==> config.mk <==
export PLATFORM = sky130hd
export DESIGN_NAME = nested_select_fsm_flat
export DESIGN_NICKNAME = d
export VERILOG_FILES = /design/src/rtl/nested_select_fsm_if.sv /design/src/rtl/nested_select_fsm.sv /design/src/flat_wrapper.sv
export SDC_FILE = /design/constraint.sdc
export NUM_CORES = 1
export LEC_CHECK = 0
export ABC_AREA = 1
export CAP_MARGIN = 20
export CORE_ASPECT_RATIO = 2
export CORE_UTILIZATION = 50
export DETAILED_ROUTE_END_ITERATION = 8
export HOLD_SLACK_MARGIN = 0.02
export PLACE_DENSITY = 0.8
export RECOVER_POWER = 25
export SYNTH_ARGS = -nofsm -noshare
export SYNTH_HDL_FRONTEND = slang
export SYNTH_SLANG_ARGS = --single-unit
==> constraint.sdc <==
create_clock -name clk -period 2.5 [get_ports clk]
set_input_delay 0.5 -clock clk [delete_from_list [all_inputs] [get_ports clk]]
set_output_delay 0.5 -clock clk [all_outputs]
set_load 0.05 [all_outputs]
==> src/rtl/nested_select_fsm_if.sv <==
// -----------------------------------------------------------------------------
// nested_select_fsm_if
// Handshake and data bundle for the nested compare-and-select engine.
//
// Signals:
//   in_valid / in_ready          operation request / block can accept
//   a0, b0                       outer compare operands
//   a1, b1                       inner compare operands
//   outer_mode, inner_mode       compare mode (0 EQ, 1 NE, 2 LT, 3 GE; unsigned)
//   v_tt, v_tf, v_ft, v_ff       candidate values (outer/inner result)
//   out1                         selected value, held until next completion
//   out_valid                    one-cycle pulse when out1 is updated
//   done_count                   completed-operation counter (wraps)
//   fsm_state                    current state code (debug)
//
// Modports:
//   master - requester side (drives operands, observes results)
//   slave  - engine side
// -----------------------------------------------------------------------------
interface nested_select_fsm_if #(
    parameter int WIDTH     = 32,
    parameter int CNT_WIDTH = 8
);
    logic                 in_valid;
    logic                 in_ready;
    logic [WIDTH-1:0]     a0;
    logic [WIDTH-1:0]     b0;
    logic [WIDTH-1:0]     a1;
    logic [WIDTH-1:0]     b1;
    logic [1:0]           outer_mode;
    logic [1:0]           inner_mode;
    logic [WIDTH-1:0]     v_tt;
    logic [WIDTH-1:0]     v_tf;
    logic [WIDTH-1:0]     v_ft;
    logic [WIDTH-1:0]     v_ff;
    logic [WIDTH-1:0]     out1;
    logic                 out_valid;
    logic [CNT_WIDTH-1:0] done_count;
    logic [2:0]           fsm_state;

    modport master (
        output in_valid, a0, b0, a1, b1, outer_mode, inner_mode,
               v_tt, v_tf, v_ft, v_ff,
        input  in_ready, out1, out_valid, done_count, fsm_state
    );

    modport slave (
        input  in_valid, a0, b0, a1, b1, outer_mode, inner_mode,
               v_tt, v_tf, v_ft, v_ff,
        output in_ready, out1, out_valid, done_count, fsm_state
    );
endinterface

==> src/rtl/nested_select_fsm.sv <==
// -----------------------------------------------------------------------------
// nested_select_fsm
// Two-level compare-and-select engine. One operation is accepted in IDLE; the
// outer compare is evaluated in OUTER, the inner compare and the final select
// in INNER, and DONE carries the one-cycle out_valid pulse. One operation per
// four cycles; out1 and out_valid are visible after edge T+2 of handshake T.
//
// Ports:
//   clk    - system clock, rising edge
//   reset  - synchronous, active-high
//   bus    - nested_select_fsm_if.slave (handshake, operands, results)
// -----------------------------------------------------------------------------
module nested_select_fsm #(
    parameter int WIDTH     = 32,
    parameter int CNT_WIDTH = 8
) (
    input  logic                  clk,
    input  logic                  reset,
    nested_select_fsm_if.slave    bus
);

    typedef enum logic [2:0] {
        S_INIT  = 3'd0,
        S_IDLE  = 3'd1,
        S_OUTER = 3'd2,
        S_INNER = 3'd3,
        S_DONE  = 3'd4
    } state_t;

    state_t               state_q, state_d;
    logic [WIDTH-1:0]     a0_q, a0_d, b0_q, b0_d, a1_q, a1_d, b1_q, b1_d;
    logic [1:0]           omode_q, omode_d, imode_q, imode_d;
    logic [WIDTH-1:0]     vtt_q, vtt_d, vtf_q, vtf_d, vft_q, vft_d, vff_q, vff_d;
    logic                 flag_o_q, flag_o_d;
    logic [WIDTH-1:0]     out1_q, out1_d;
    logic                 out_valid_q, out_valid_d;
    logic [CNT_WIDTH-1:0] cnt_q, cnt_d;
    logic                 flag_i;

    // Unsigned full-width compare selected by a 2-bit mode code.
    function automatic logic cmp(input logic [WIDTH-1:0] a,
                                 input logic [WIDTH-1:0] b,
                                 input logic [1:0]       mode);
        case (mode)
            2'd0:    cmp = (a == b);
            2'd1:    cmp = (a != b);
            2'd2:    cmp = (a <  b);
            default: cmp = (a >= b);
        endcase
    endfunction

    assign flag_i = cmp(a1_q, b1_q, imode_q);

    always_comb begin
        state_d     = state_q;
        a0_d        = a0_q;
        b0_d        = b0_q;
        a1_d        = a1_q;
        b1_d        = b1_q;
        omode_d     = omode_q;
        imode_d     = imode_q;
        vtt_d       = vtt_q;
        vtf_d       = vtf_q;
        vft_d       = vft_q;
        vff_d       = vff_q;
        flag_o_d    = flag_o_q;
        out1_d      = out1_q;
        out_valid_d = 1'b0;
        cnt_d       = cnt_q;

        case (state_q)
            S_INIT: begin
                out1_d  = '0;
                state_d = S_IDLE;
            end
            S_IDLE: begin
                // Operands are only ever sampled here, so changes while an
                // operation is in flight cannot disturb it.
                if (bus.in_valid) begin
                    a0_d    = bus.a0;
                    b0_d    = bus.b0;
                    a1_d    = bus.a1;
                    b1_d    = bus.b1;
                    omode_d = bus.outer_mode;
                    imode_d = bus.inner_mode;
                    vtt_d   = bus.v_tt;
                    vtf_d   = bus.v_tf;
                    vft_d   = bus.v_ft;
                    vff_d   = bus.v_ff;
                    state_d = S_OUTER;
                end
            end
            S_OUTER: begin
                flag_o_d = cmp(a0_q, b0_q, omode_q);
                state_d  = S_INNER;
            end
            S_INNER: begin
                out1_d      = flag_o_q ? (flag_i ? vtt_q : vtf_q)
                                       : (flag_i ? vft_q : vff_q);
                out_valid_d = 1'b1;
                cnt_d       = cnt_q + CNT_WIDTH'(1);
                state_d     = S_DONE;
            end
            S_DONE: begin
                state_d = S_IDLE;
            end
            default: begin
                // Unused codes recover through INIT.
                state_d = S_INIT;
            end
        endcase
    end

    always_ff @(posedge clk) begin
        if (reset) begin
            state_q     <= S_INIT;
            a0_q        <= '0;
            b0_q        <= '0;
            a1_q        <= '0;
            b1_q        <= '0;
            omode_q     <= '0;
            imode_q     <= '0;
            vtt_q       <= '0;
            vtf_q       <= '0;
            vft_q       <= '0;
            vff_q       <= '0;
            flag_o_q    <= 1'b0;
            out1_q      <= '0;
            out_valid_q <= 1'b0;
            cnt_q       <= '0;
        end else begin
            state_q     <= state_d;
            a0_q        <= a0_d;
            b0_q        <= b0_d;
            a1_q        <= a1_d;
            b1_q        <= b1_d;
            omode_q     <= omode_d;
            imode_q     <= imode_d;
            vtt_q       <= vtt_d;
            vtf_q       <= vtf_d;
            vft_q       <= vft_d;
            vff_q       <= vff_d;
            flag_o_q    <= flag_o_d;
            out1_q      <= out1_d;
            out_valid_q <= out_valid_d;
            cnt_q       <= cnt_d;
        end
    end

    assign bus.in_ready   = (state_q == S_IDLE);
    assign bus.out1       = out1_q;
    assign bus.out_valid  = out_valid_q;
    assign bus.done_count = cnt_q;
    assign bus.fsm_state  = state_q;

endmodule

==> src/flat_wrapper.sv <==
// flat-port wrapper written by rule: the top's interface ports become plain ports
module nested_select_fsm_flat 
#(
    parameter int WIDTH     = 32,
    parameter int CNT_WIDTH = 8
)
  (clk, reset, bus_in_valid, bus_a0, bus_b0, bus_a1, bus_b1, bus_outer_mode, bus_inner_mode, bus_v_tt, bus_v_tf, bus_v_ft, bus_v_ff, bus_in_ready, bus_out1, bus_out_valid, bus_done_count, bus_fsm_state);
  nested_select_fsm_if #(.WIDTH(WIDTH), .CNT_WIDTH(CNT_WIDTH)) bus_i ();
  input  logic clk;
  input  logic reset;
  input wire logic [$bits(bus_i.in_valid)-1:0] bus_in_valid;
  input wire logic [$bits(bus_i.a0)-1:0] bus_a0;
  input wire logic [$bits(bus_i.b0)-1:0] bus_b0;
  input wire logic [$bits(bus_i.a1)-1:0] bus_a1;
  input wire logic [$bits(bus_i.b1)-1:0] bus_b1;
  input wire logic [$bits(bus_i.outer_mode)-1:0] bus_outer_mode;
  input wire logic [$bits(bus_i.inner_mode)-1:0] bus_inner_mode;
  input wire logic [$bits(bus_i.v_tt)-1:0] bus_v_tt;
  input wire logic [$bits(bus_i.v_tf)-1:0] bus_v_tf;
  input wire logic [$bits(bus_i.v_ft)-1:0] bus_v_ft;
  input wire logic [$bits(bus_i.v_ff)-1:0] bus_v_ff;
  output wire logic [$bits(bus_i.in_ready)-1:0] bus_in_ready;
  output wire logic [$bits(bus_i.out1)-1:0] bus_out1;
  output wire logic [$bits(bus_i.out_valid)-1:0] bus_out_valid;
  output wire logic [$bits(bus_i.done_count)-1:0] bus_done_count;
  output wire logic [$bits(bus_i.fsm_state)-1:0] bus_fsm_state;
  assign bus_i.in_valid = bus_in_valid;
  assign bus_i.a0 = bus_a0;
  assign bus_i.b0 = bus_b0;
  assign bus_i.a1 = bus_a1;
  assign bus_i.b1 = bus_b1;
  assign bus_i.outer_mode = bus_outer_mode;
  assign bus_i.inner_mode = bus_inner_mode;
  assign bus_i.v_tt = bus_v_tt;
  assign bus_i.v_tf = bus_v_tf;
  assign bus_i.v_ft = bus_v_ft;
  assign bus_i.v_ff = bus_v_ff;
  assign bus_in_ready = bus_i.in_ready;
  assign bus_out1 = bus_i.out1;
  assign bus_out_valid = bus_i.out_valid;
  assign bus_done_count = bus_i.done_count;
  assign bus_fsm_state = bus_i.fsm_state;
  nested_select_fsm #(.WIDTH(WIDTH), .CNT_WIDTH(CNT_WIDTH)) u_core (.clk(clk), .reset(reset), .bus(bus_i));
endmodule
==> results.md, run 1 <==
* Worst hold endpoint: u_core.bus.out1[22]
* Top cell type by total area after synthesis: dfxtp_1
* Crit path cell chain: inv_2 > nor2_1 > nand2_1 > inv_1 > dlygate4sd2_1
* Post-route cell area at 17600 um2
* Die Y at 232.8 um
* FP Rows at 84
* Port Buffer Count at around 310
* Setup-failing EPs final at 0
* Yosys warns at 0
* Worst reg2reg endpoint: u_core.bus.out1[15]
* DPL Wire Length at 26120 um
* Area added between synthesis and finish at 32.19%
* PnR Total Power at between 10 and 15 mW
* CP Launch Type: register
* Outcome: finished clean
* Final Util at 67.00%
* Worst relative slew slack at between 20% and 30%
* Post-synth top cells: 425 x nor2_1, 305 x dfxtp_1, 195 x nand2_1, 191 x o21ai_0, 141 x nand3_1
* Number of synthesized flops with an enable pin at 0
* Fillers at ~2.2k
* Syn_nets at between 2k and 2.5k
* Crit-path max cell delay at roughly 0.52 ns
* Lkg Pwr at about 7.4 nW
* CP max stage cell: dlygate4sd2_1
* Min-delay src: u_core.bus.out1[22]
* Family with the most delay on the worst path: buffers and inverters
* Clock power share at approximately 36%
* Routed length per instance at 16.21 um
* Fin nets at 2347
* Placed insts at 2333
* Gate power share at between 10% and 20%
* Io pins at between 300 and 400
* FF-to-FF path depth at 16
* Synth top area cells: dfxtp_1 46%, nor2_1 12%, o21ai_0 7.2%
* Final max-slew violation count at 0
* Peak VDD IR at 0.5114 mV
* Switching pwr at about 3.4 mW
* Distinct cells, synth at 33
* DRC viols at 0
* Max FO, Critical Path at 4
* Max Cap Violations at 0
* Worst-path clk slew at 0.07 ns
* Ys async rst share at 0%
* Total GRT Usage at 27.93%
* Largest net degree at the start of global routing at between 90 and 100
* Post-Layout Cell Count at 2390
* Post-Synthesis Cells at 1777
* Worst Max-Slew Pin Slew at 1.114 ns
* R2r setup slk at between 0.15 and 0.2 ns
* P per Cell Area at slightly below 700 nW/um2
* Fin crit share at between 90% and 100%
* Die area at 27330 um2
* Final GP Congestion at between 0.8 and 0.9
* Pint at between 8 and 9 mW
* Crit. End Element: output port
* CTS tree: yes
* Clock sink count at approximately 300
* Detailed Routing Iterations Pass 1 at 5
* Final setup TNS at 0 ns
* Worst skew pair latency at around 0.54 ns
* Count leader, synth: nor2_1
* Num CTS Buffers at 27
* Antenna Violating Nets Remaining at 0
* Vias per cell at between 5 and 6
* DR iter-0 viols at 794
* Buffer count from post-CTS setup fixing at 0
* Post-route minimum period at between 2 and 2.5 ns
* Htree depth at 1
* Dpl cell area at about 17000 um2
* Reg power frac at 44.7%
* Vias at 12.92k
* Worst R2R Start: u_core.b1_q[22]
* Core Region at between 20000 and 30000 um2
* Clock buffer depth at 3
* Drt total wl at slightly below 40000 um
* Switch share at 27.59%
* Share of cells above drive strength 1 at around 5.9%
* Worst Skew at 0.01514 ns
* Predominant post-synthesis flop cell: dfxtp_1
* Critical path type: reg2out
* WHS Path Cells at 2
* Die width at approximately 120 um
* Post-Syn Area at about 13000 um2
* Final hold vios at 0
* Syn_area_per_cell at ~7.5 um2
* Vias in the first global route at around 13k
* CTS Root Cell: clkbuf_16
* Fmax at between 400 and 500 MHz
* Post-synthesis sequential area ratio at a little under half
* Synth top area share at between 40% and 50%
* Initial antenna violation count at 8
* #FFs+latches synth at around 310
* WP buf/inv at 3
* Gr ovfl total at 0
* Hold Buf Count CTS at 0
* Hold crit path type: reg2reg
* Global-route wire length before repair at a little over 60000 um
* Critical path required time at 2.00 ns
* Initial Util at roughly half
* Arrival time worst endpoint at approximately 1.9 ns
[final cells by class]
class | instances | area [um2] | area share [%]
flip-flops and latches | 305 | 6107 | 34.69
inverters | 94 | 360.3 | 2.047
well taps | 344 | 430.4 | 2.445
clock inverters | 5 | 78.83 | 0.4478
diodes | 8 | 20.02 | 0.1137
repair buffers | 333 | 3490 | 19.82
clock buffers | 43 | 855.8 | 4.862
multi-input cells | 1258 | 6261 | 35.57
[logic make-up (layout without fill, tap and decap cells)]
family	Yosys count	count (layout)	share of synthesized area, %
AND/OR/NAND/NOR	820	820	26.48
AO/OA/AOI/OAI	372	372	14.07
flip-flops	305	305	45.85
buffers and inverters	214	475	7.423
adder cells (fa/ha/maj)	65	65	6.107
XOR/XNOR	1	1	0.06578
other	0	8	0
[through the flow]
stage | hold slack (ns) | setup slack [ns]
finish | 0.4558 | 0.1144
CTS | 0.4578 | 0.1120
global route | 0.4764 | -0.05052
global placement | 0.4379 | 0.2753
detailed placement | 0.4458 | 0.2168
floorplan | 0.4331 | 0.5735
[what timing repair did]
item,in CTS,in global routing
pin swaps,0,0
setup endpoints to repair,1,1
gates resized for setup,1,3
cloned,0,1
[layout by cell type (no fill, tap or decap), types with 65 or more instances in the layout]
master / count
clkdlybuf4s50_1: 305
inv_1: 85
nand3_1: 141
a21oi_1: 96
nor2_1: 424
o21ai_0: 205
o21ai_1: 66
ha_1: 65
nand2_1: 195
dfxtp_1: 304
[state kept, by name (all words and copies together) (netlist names), 3 cells and up]
signal and flops:
u_core.b1_q 32, u_core.vtt_q 32, u_core.bus.done_count 8, u_core.a0_q 32
u_core.bus.fsm_state 3, u_core.vtf_q 32, u_core.vft_q 32, u_core.b0_q 32
u_core.a1_q 32, u_core.bus.out1 32, u_core.vff_q 32
[tightest hold or removal path: stages, from the launching register on]
cell and delay, ns:
dfxtp_1 0.31, nand2_1 0.06, nand2_1 0.04
[metal layers]
layer / part of all wire [%] / wire (um) / up-vias / track usage, %
li1: - / - / 6301 / -
met1: 37 / 14230 / 5986 / 29.09
met2: 51 / 19860 / 481 / 50.80
met3: 4.5 / 1746 / 155 / 2.892
met4: 7.5 / 2904 / 0 / 22.36
met5: 0 / 0 / - / 0
[power by group through the flow]
stage	combinational, mW	clock, mW	sequential [mW]
CTS	2.37	4.42	5.45
floorplan	1.44	0	5.53
global route	2.68	4.59	5.49
global placement	2.28	0	5.54
detailed placement	2.34	0	5.55
finish	2.39	4.36	5.46
[how the worst max path moves through the flow]
stage | start | to | slack (ns) | cells past startpoint
final | u_core.bus.fsm_state[0] | bus_in_ready | 0.11 | 5
after detailed placement | u_core.b1_q[31] | u_core.bus.out1[15] | 0.22 | 13
after global placement | u_core.b1_q[7] | u_core.bus.out1[19] | 0.28 | 13
after CTS | u_core.bus.fsm_state[0] | bus_in_ready | 0.11 | 5
after floorplan | u_core.b1_q[23] | u_core.bus.out1[10] | 0.57 | 15
after global routing | u_core.b1_q[5] | u_core.bus.out1[5] | -0.05 | 18
Note: power is estimated with default switching activity, not from simulation.
==> inputs of run 2 (changes only) <==
--- a/config.mk
+++ b/config.mk
@@ -7,4 +7,5 @@
 export LEC_CHECK = 0
 export ABC_AREA = 1
+export ABC_CLOCK_PERIOD_IN_PS = 2500
 export CAP_MARGIN = 20
 export CORE_ASPECT_RATIO = 2
==> constraint.sdc (replaced) <==
create_clock -name clk -period 2.5 [get_ports clk]
set_input_delay 0.75 -clock clk [delete_from_list [all_inputs] [get_ports clk]]
set_output_delay 0.75 -clock clk [all_outputs]
set_load 0.05 [all_outputs]
==> results.md, run 2 (same netlist as run 1, synthesis figures left out) <==
* Most frequent cells in the layout: 424 x nor2_1, 303 x dfxtp_1, 279 x clkdlybuf4s50_1
* Vias in the first global route at between 10k and 15k
* Area added between synthesis and finish at 32.75%
* Worst Max-Slew Pin Slew at ~0.7 ns
* Vias per cell at about 5.4
* Reg area at around 6000 um2
* DPL Wire Length at about 26000 um
* Drt total wl at ~40000 um
* Final setup TNS at 0 ns
* Die area at around 27000 um2
* DRC viols at 0
* Worst R2R Start: u_core.b1_q[19]
* Initial Util at 50.68%
* Setup-failing EPs final at 0
* WP buf/inv at 1
* Critical Path Sink: bus_done_count[3]
* Max Cap Violations at 0
* CP max stage cell: clkdlybuf4s50_1
* Critical path required time at roughly 1.8 ns
* Lkg Pwr at 7.668 nW
* Crit path cell chain: clkdlybuf4s50_1
* Clock buffer depth at 3
* Worst hold slack at between 0.4 and 0.5 ns
* Post-route minimum period at 2.472 ns
* FP Rows at 84
* Io pins at 308
* Post-route setup slack at roughly 0.028 ns
* R2r setup slk at 0.11 ns
* FF-to-FF path depth at 16
* Worst skew pair latency at around 0.55 ns
* Final GP Congestion at 0.8682
* Core Region at approximately 26000 um2
* Total GRT Usage at a little over a quarter
* Routed length per instance at approximately 17 um
* Arrival time worst endpoint at 1.72 ns
* Min-delay src: u_core.bus.out1[25]
* Num CTS Buffers at 28
* Vias at between 10k and 15k
* Die Y at ~230 um
* DR iter-0 viols at between 800 and 900
* Commonest non-fill, non-tap cell in the layout: nor2_1
* Fillers at 2208
* Detailed Routing Iterations Pass 1 at 7
* Antenna Violating Nets Remaining at 0
* Initial antenna violation count at 3
* Crit-path max cell delay at ~0.83 ns
* Family with the most delay on the worst path: buffers and inverters
* CTS tree: yes
* CP Launch Type: register
* Critical path type: reg2out
* Worst-path clk slew at 0.07 ns
* Global-route wire length before repair at just over 60000 um
* Hold crit path type: reg2reg
* Peak VDD IR at 0.6224 mV
* Multi-input gate area at 6286 um2
* Final max-slew violation count at 0
* Worst Skew at between 0.01 and 0.015 ns
* Final hold vios at 0
* Fmax at just over 400 MHz
* Fin nets at about 2.4k
* Die width at between 100 and 150 um
* Port Buffer Count at around 310
* Largest net degree at the start of global routing at between 100 and 150
* Worst reg2reg endpoint: u_core.bus.out1[21]
* Outcome: finished clean
* Hold Buf Count CTS at 0
* Dpl ws at approximately 0.11 ns
* Htree depth at 1
* Share of cells above drive strength 1 at 6.598%
* CTS Root Cell: clkbuf_16
* Clock sink count at ~300
* Crit. End Element: output port
* RSZ-0062 raised after global routing: false
* Gr ovfl total at 0
* Worst relative slew slack at 54.27%
* Buffer count from post-CTS setup fixing at 0
* Worst Setup SP: u_core.bus.done_count[3]
* Fin crit share at 98.87%
* P per Cell Area at about 690 nW/um2
* Max FO, Critical Path at 2
* CP Depth at 1
[run 2: what timing repair did]
item	CTS	global route
gates cloned	0	8
setup endpoints to repair	20	38
pin swaps	0	6
resized for setup	20	18
[run 2: through the flow]
stage | instance area (um2) | utilization, % | instances | power [mW]
3_3_place_gp | 16600 | 63.19 | 2334 | 7.822
4_1_cts | 17480 | 66.53 | 2382 | 12.13
6_report | 17680 | 67.28 | 2393 | 12.25
3_5_place_dp | 16600 | 63.19 | 2334 | 7.892
2_1_floorplan | 13320 | - | 1777 | 6.977
5_1_grt | 17680 | 67.28 | 2393 | 12.78
[run 2: how the worst min path moves through the flow]
stage                          end  slack [ns]  cells after the start
2_1_floorplan       u_core.a1_q[0]        0.43                      2
3_3_place_gp   u_core.bus.out1[25]        0.44                      2
3_5_place_dp   u_core.bus.out1[25]        0.44                      2
4_1_cts        u_core.bus.out1[25]        0.45                      2
5_1_grt        u_core.bus.out1[25]        0.47                      2
6_report       u_core.bus.out1[25]        0.45                      2
[run 2: report_power, final]
part	switching (mW)	total, mW	internal [mW]
Sequential	0.212	5.47	5.26
Clock	1.88	4.29	2.40
Combinational	1.41	2.50	1.08
[run 2: metal layers]
layer | global-route usage, % | part of all wire [%] | wire (um) | up-vias
li1 | - | - | - | 6317
met1 | 28.26 | 36 | 14690 | 6019
met2 | 50.30 | 52 | 21120 | 528
met3 | 3.284 | 5.2 | 2098 | 144
met4 | 21.19 | 6.7 | 2706 | 0
met5 | 0 | 0 | 0 | -
[run 2: final cells by class]
class | count | share of cell area [%]
Sequential cell | 305 | 34.55
Clock buffer | 35 | 4.402
Tap cell | 344 | 2.435
Antenna cell | 3 | 0.04247
Inverter | 94 | 2.067
Clock inverter | 13 | 0.7007
Multi-Input combinational cell | 1258 | 35.56
Timing Repair Buffer | 341 | 20.24
==> inputs of run 3 (changes only) <==
Settings changed: ABC_CLOCK_PERIOD_IN_PS 2500 to not set, CORE_UTILIZATION 50 to 52, CTS_BUF_LIST set to sky130_fd_sc_hd__clkbuf_2, PLACE_DENSITY 0.8 to 0.83.
==> results.md, run 3 (same netlist as run 1, synthesis figures left out) <==
* Reg area at between 6000 and 7000 um2
* Final hold vios at 0
* Fin crit share at 96.63%
* Max Cap Violations at 0
* R2r setup slk at approximately 0.17 ns
* Min-delay src: u_core.bus.out1[30]
* Drt total wl at slightly below 40000 um
* Hold Buf Count CTS at 0
* FF-to-FF path depth at 18
* Worst reg2reg endpoint: u_core.bus.out1[15]
* Switching pwr at 3.433 mW
* Global-route wire length before repair at 62420 um
* CTS Root Cell: clkbuf_2
* Final GP Congestion at a little under 0.9
* Worst R2R Start: u_core.b1_q[15]
* Family with the most delay on the worst path: flip-flops
* Lkg Pwr at 7.439 nW
* Routed length per instance at around 16 um
* Worst Max-Slew Pin Slew at approximately 0.82 ns
* Initial Util at between 50 and 60%
* Num CTS Buffers at between 60 and 70
* Antenna Violating Nets Remaining at 0
* Fmax at just over 400 MHz
* Vias in the first global route at 13.36k
* FP Rows at 82
* Setup-failing EPs final at 0
* Outcome: finished clean
* Io pins at 308
* CTS tree: yes
* Buffer count from post-CTS setup fixing at 0
* Worst hold slack at roughly 0.46 ns
* Pint at approximately 7.4 mW
* Critical path required time at about 1.8 ns
* Total GRT Usage at between 30% and 40%
* Crit path cell chain: clkdlybuf4s15_2
* Worst skew pair latency at 0.86 ns
* Critical path type: reg2out
* Area added between synthesis and finish at 29.71%
* Port Buffer Count at 307
* Die width at approximately 120 um
* WHS Path Cells at 2
* Vias per cell at 5.390
* DRC viols at 0
* Post-route setup slack at between 0.08 and 0.09 ns
* DR iter-0 viols at ~700
* Clock sink count at slightly above 300
* Largest net degree at the start of global routing at 65
* Post-route minimum period at approximately 2.4 ns
* Gr ovfl total at 0
* Share of cells above drive strength 1 at about 11%
* CP Launch Type: register
* Peak VDD IR at between 0.3 and 0.4 mV
* Initial antenna violation count at 6
* Htree depth at 3
* Vias at 13.23k
* Fin nets at around 2.4k
* Most frequent cells in the layout: 421 x nor2_1, 304 x dfxtp_1, 261 x clkdlybuf4s50_1
* DPL Wire Length at roughly 27000 um
* Commonest non-fill, non-tap cell in the layout: nor2_1
* Worst-path clk slew at ~0.1 ns
* Final setup TNS at 0 ns
* Crit-path max cell delay at roughly 0.42 ns
* P per Cell Area at around 620 nW/um2
* Worst relative slew slack at a little under half
* Crit. End Element: output port
* Worst hold endpoint: u_core.bus.out1[30]
* Final Util at 68.72%
* Clock power share at 27.2%
* Hold crit path type: reg2reg
* CP max stage cell: dfxtp_1
* Fillers at between 2k and 2.5k
* Dpl ws at about 0.11 ns
* Final max-slew violation count at 0
* Detailed Routing Iterations Pass 1 at 5
* Reg power frac at between 50% and 60%
* WP buf/inv at 1
* Arrival time worst endpoint at 1.67 ns
* Multi-input gate area at between 6000 and 7000 um2
* Die area at 26290 um2
* Die Y at 228.3 um
* Max FO, Critical Path at 2
* Worst Skew at 0.06267 ns
* Core Region at approximately 25000 um2
* Clock buffer depth at 3
* Switch share at a little under a third
* Gate power share at roughly 22%
-- run 3: cell count changes in the layout (fill, tap and decap cells not counted), sizes merged --
cell	before	now
clkdlybuf4s50	279	261
dlygate4sd2	20	0
buf	26	32
dlymetal6s2s	6	0
bufinv	2	0
clkbuf	44	110
clkinvlp	2	1
diode	3	6
clkdlybuf4s15	0	41
-- run 3: area by class of cell --
cell class	instances	share of cell area, %
well taps	336	2.434
diodes	6	0.08693
flip-flops and latches	305	35.36
clock buffers	102	2.955
multi-input cells	1258	36.26
clock inverters	10	0.2173
inverters	94	2.108
repair buffers	343	20.59
-- run 3: worst max-delay path by stage --
stage                                        start                  end  slack [ns]  depth (start not counted)
after floorplan            u_core.bus.fsm_state[0]         bus_in_ready        0.49                          4
after global placement                bus_in_valid      u_core.b0_q[18]        0.15                          7
final                          u_core.bus.out1[14]         bus_out1[14]        0.08                          1
after detailed placement              bus_in_valid      u_core.b0_q[18]        0.11                          7
after global routing               u_core.b1_q[23]  u_core.bus.out1[15]       -0.05                         16
after CTS                 u_core.bus.done_count[3]    bus_done_count[3]       0.005                          1
-- run 3: what timing repair did --
item / 4_1_cts / 5_1_grt
cloned: 0 / 1
gates resized for setup: 134 / 8
pin swaps: 0 / 1
endpoints found under the setup margin: 45 / 34
-- run 3: through the flow --
step / power (mW) / area (um2) / std cells
6_report: 10.79 / 17270 / 2454
5_1_grt: 11.42 / 17270 / 2454
4_1_cts: 10.82 / 17270 / 2447
3_5_place_dp: 7.913 / 16670 / 2335
3_3_place_gp: 7.830 / 16670 / 2335
2_1_floorplan: 6.977 / 13320 / 1777
-- run 3: power groups by stage --
stage          registers (mW)  logic [mW]  clock network (mW)
2_1_floorplan            5.53        1.44                   0
3_5_place_dp             5.55        2.36                   0
6_report                 5.45        2.40                2.94
3_3_place_gp             5.54        2.29                   0
4_1_cts                  5.44        2.38                3.00
5_1_grt                  5.49        2.67                3.25
-- run 3: routing by layer --
metal  vias up  wire (um)  GRT usage, %
met5         -          0             0
met4         0       2815         24.51
met3       163       2036         5.038
met2       535      20300         53.33
met1      6089      14200         30.06
li1       6441          -             -
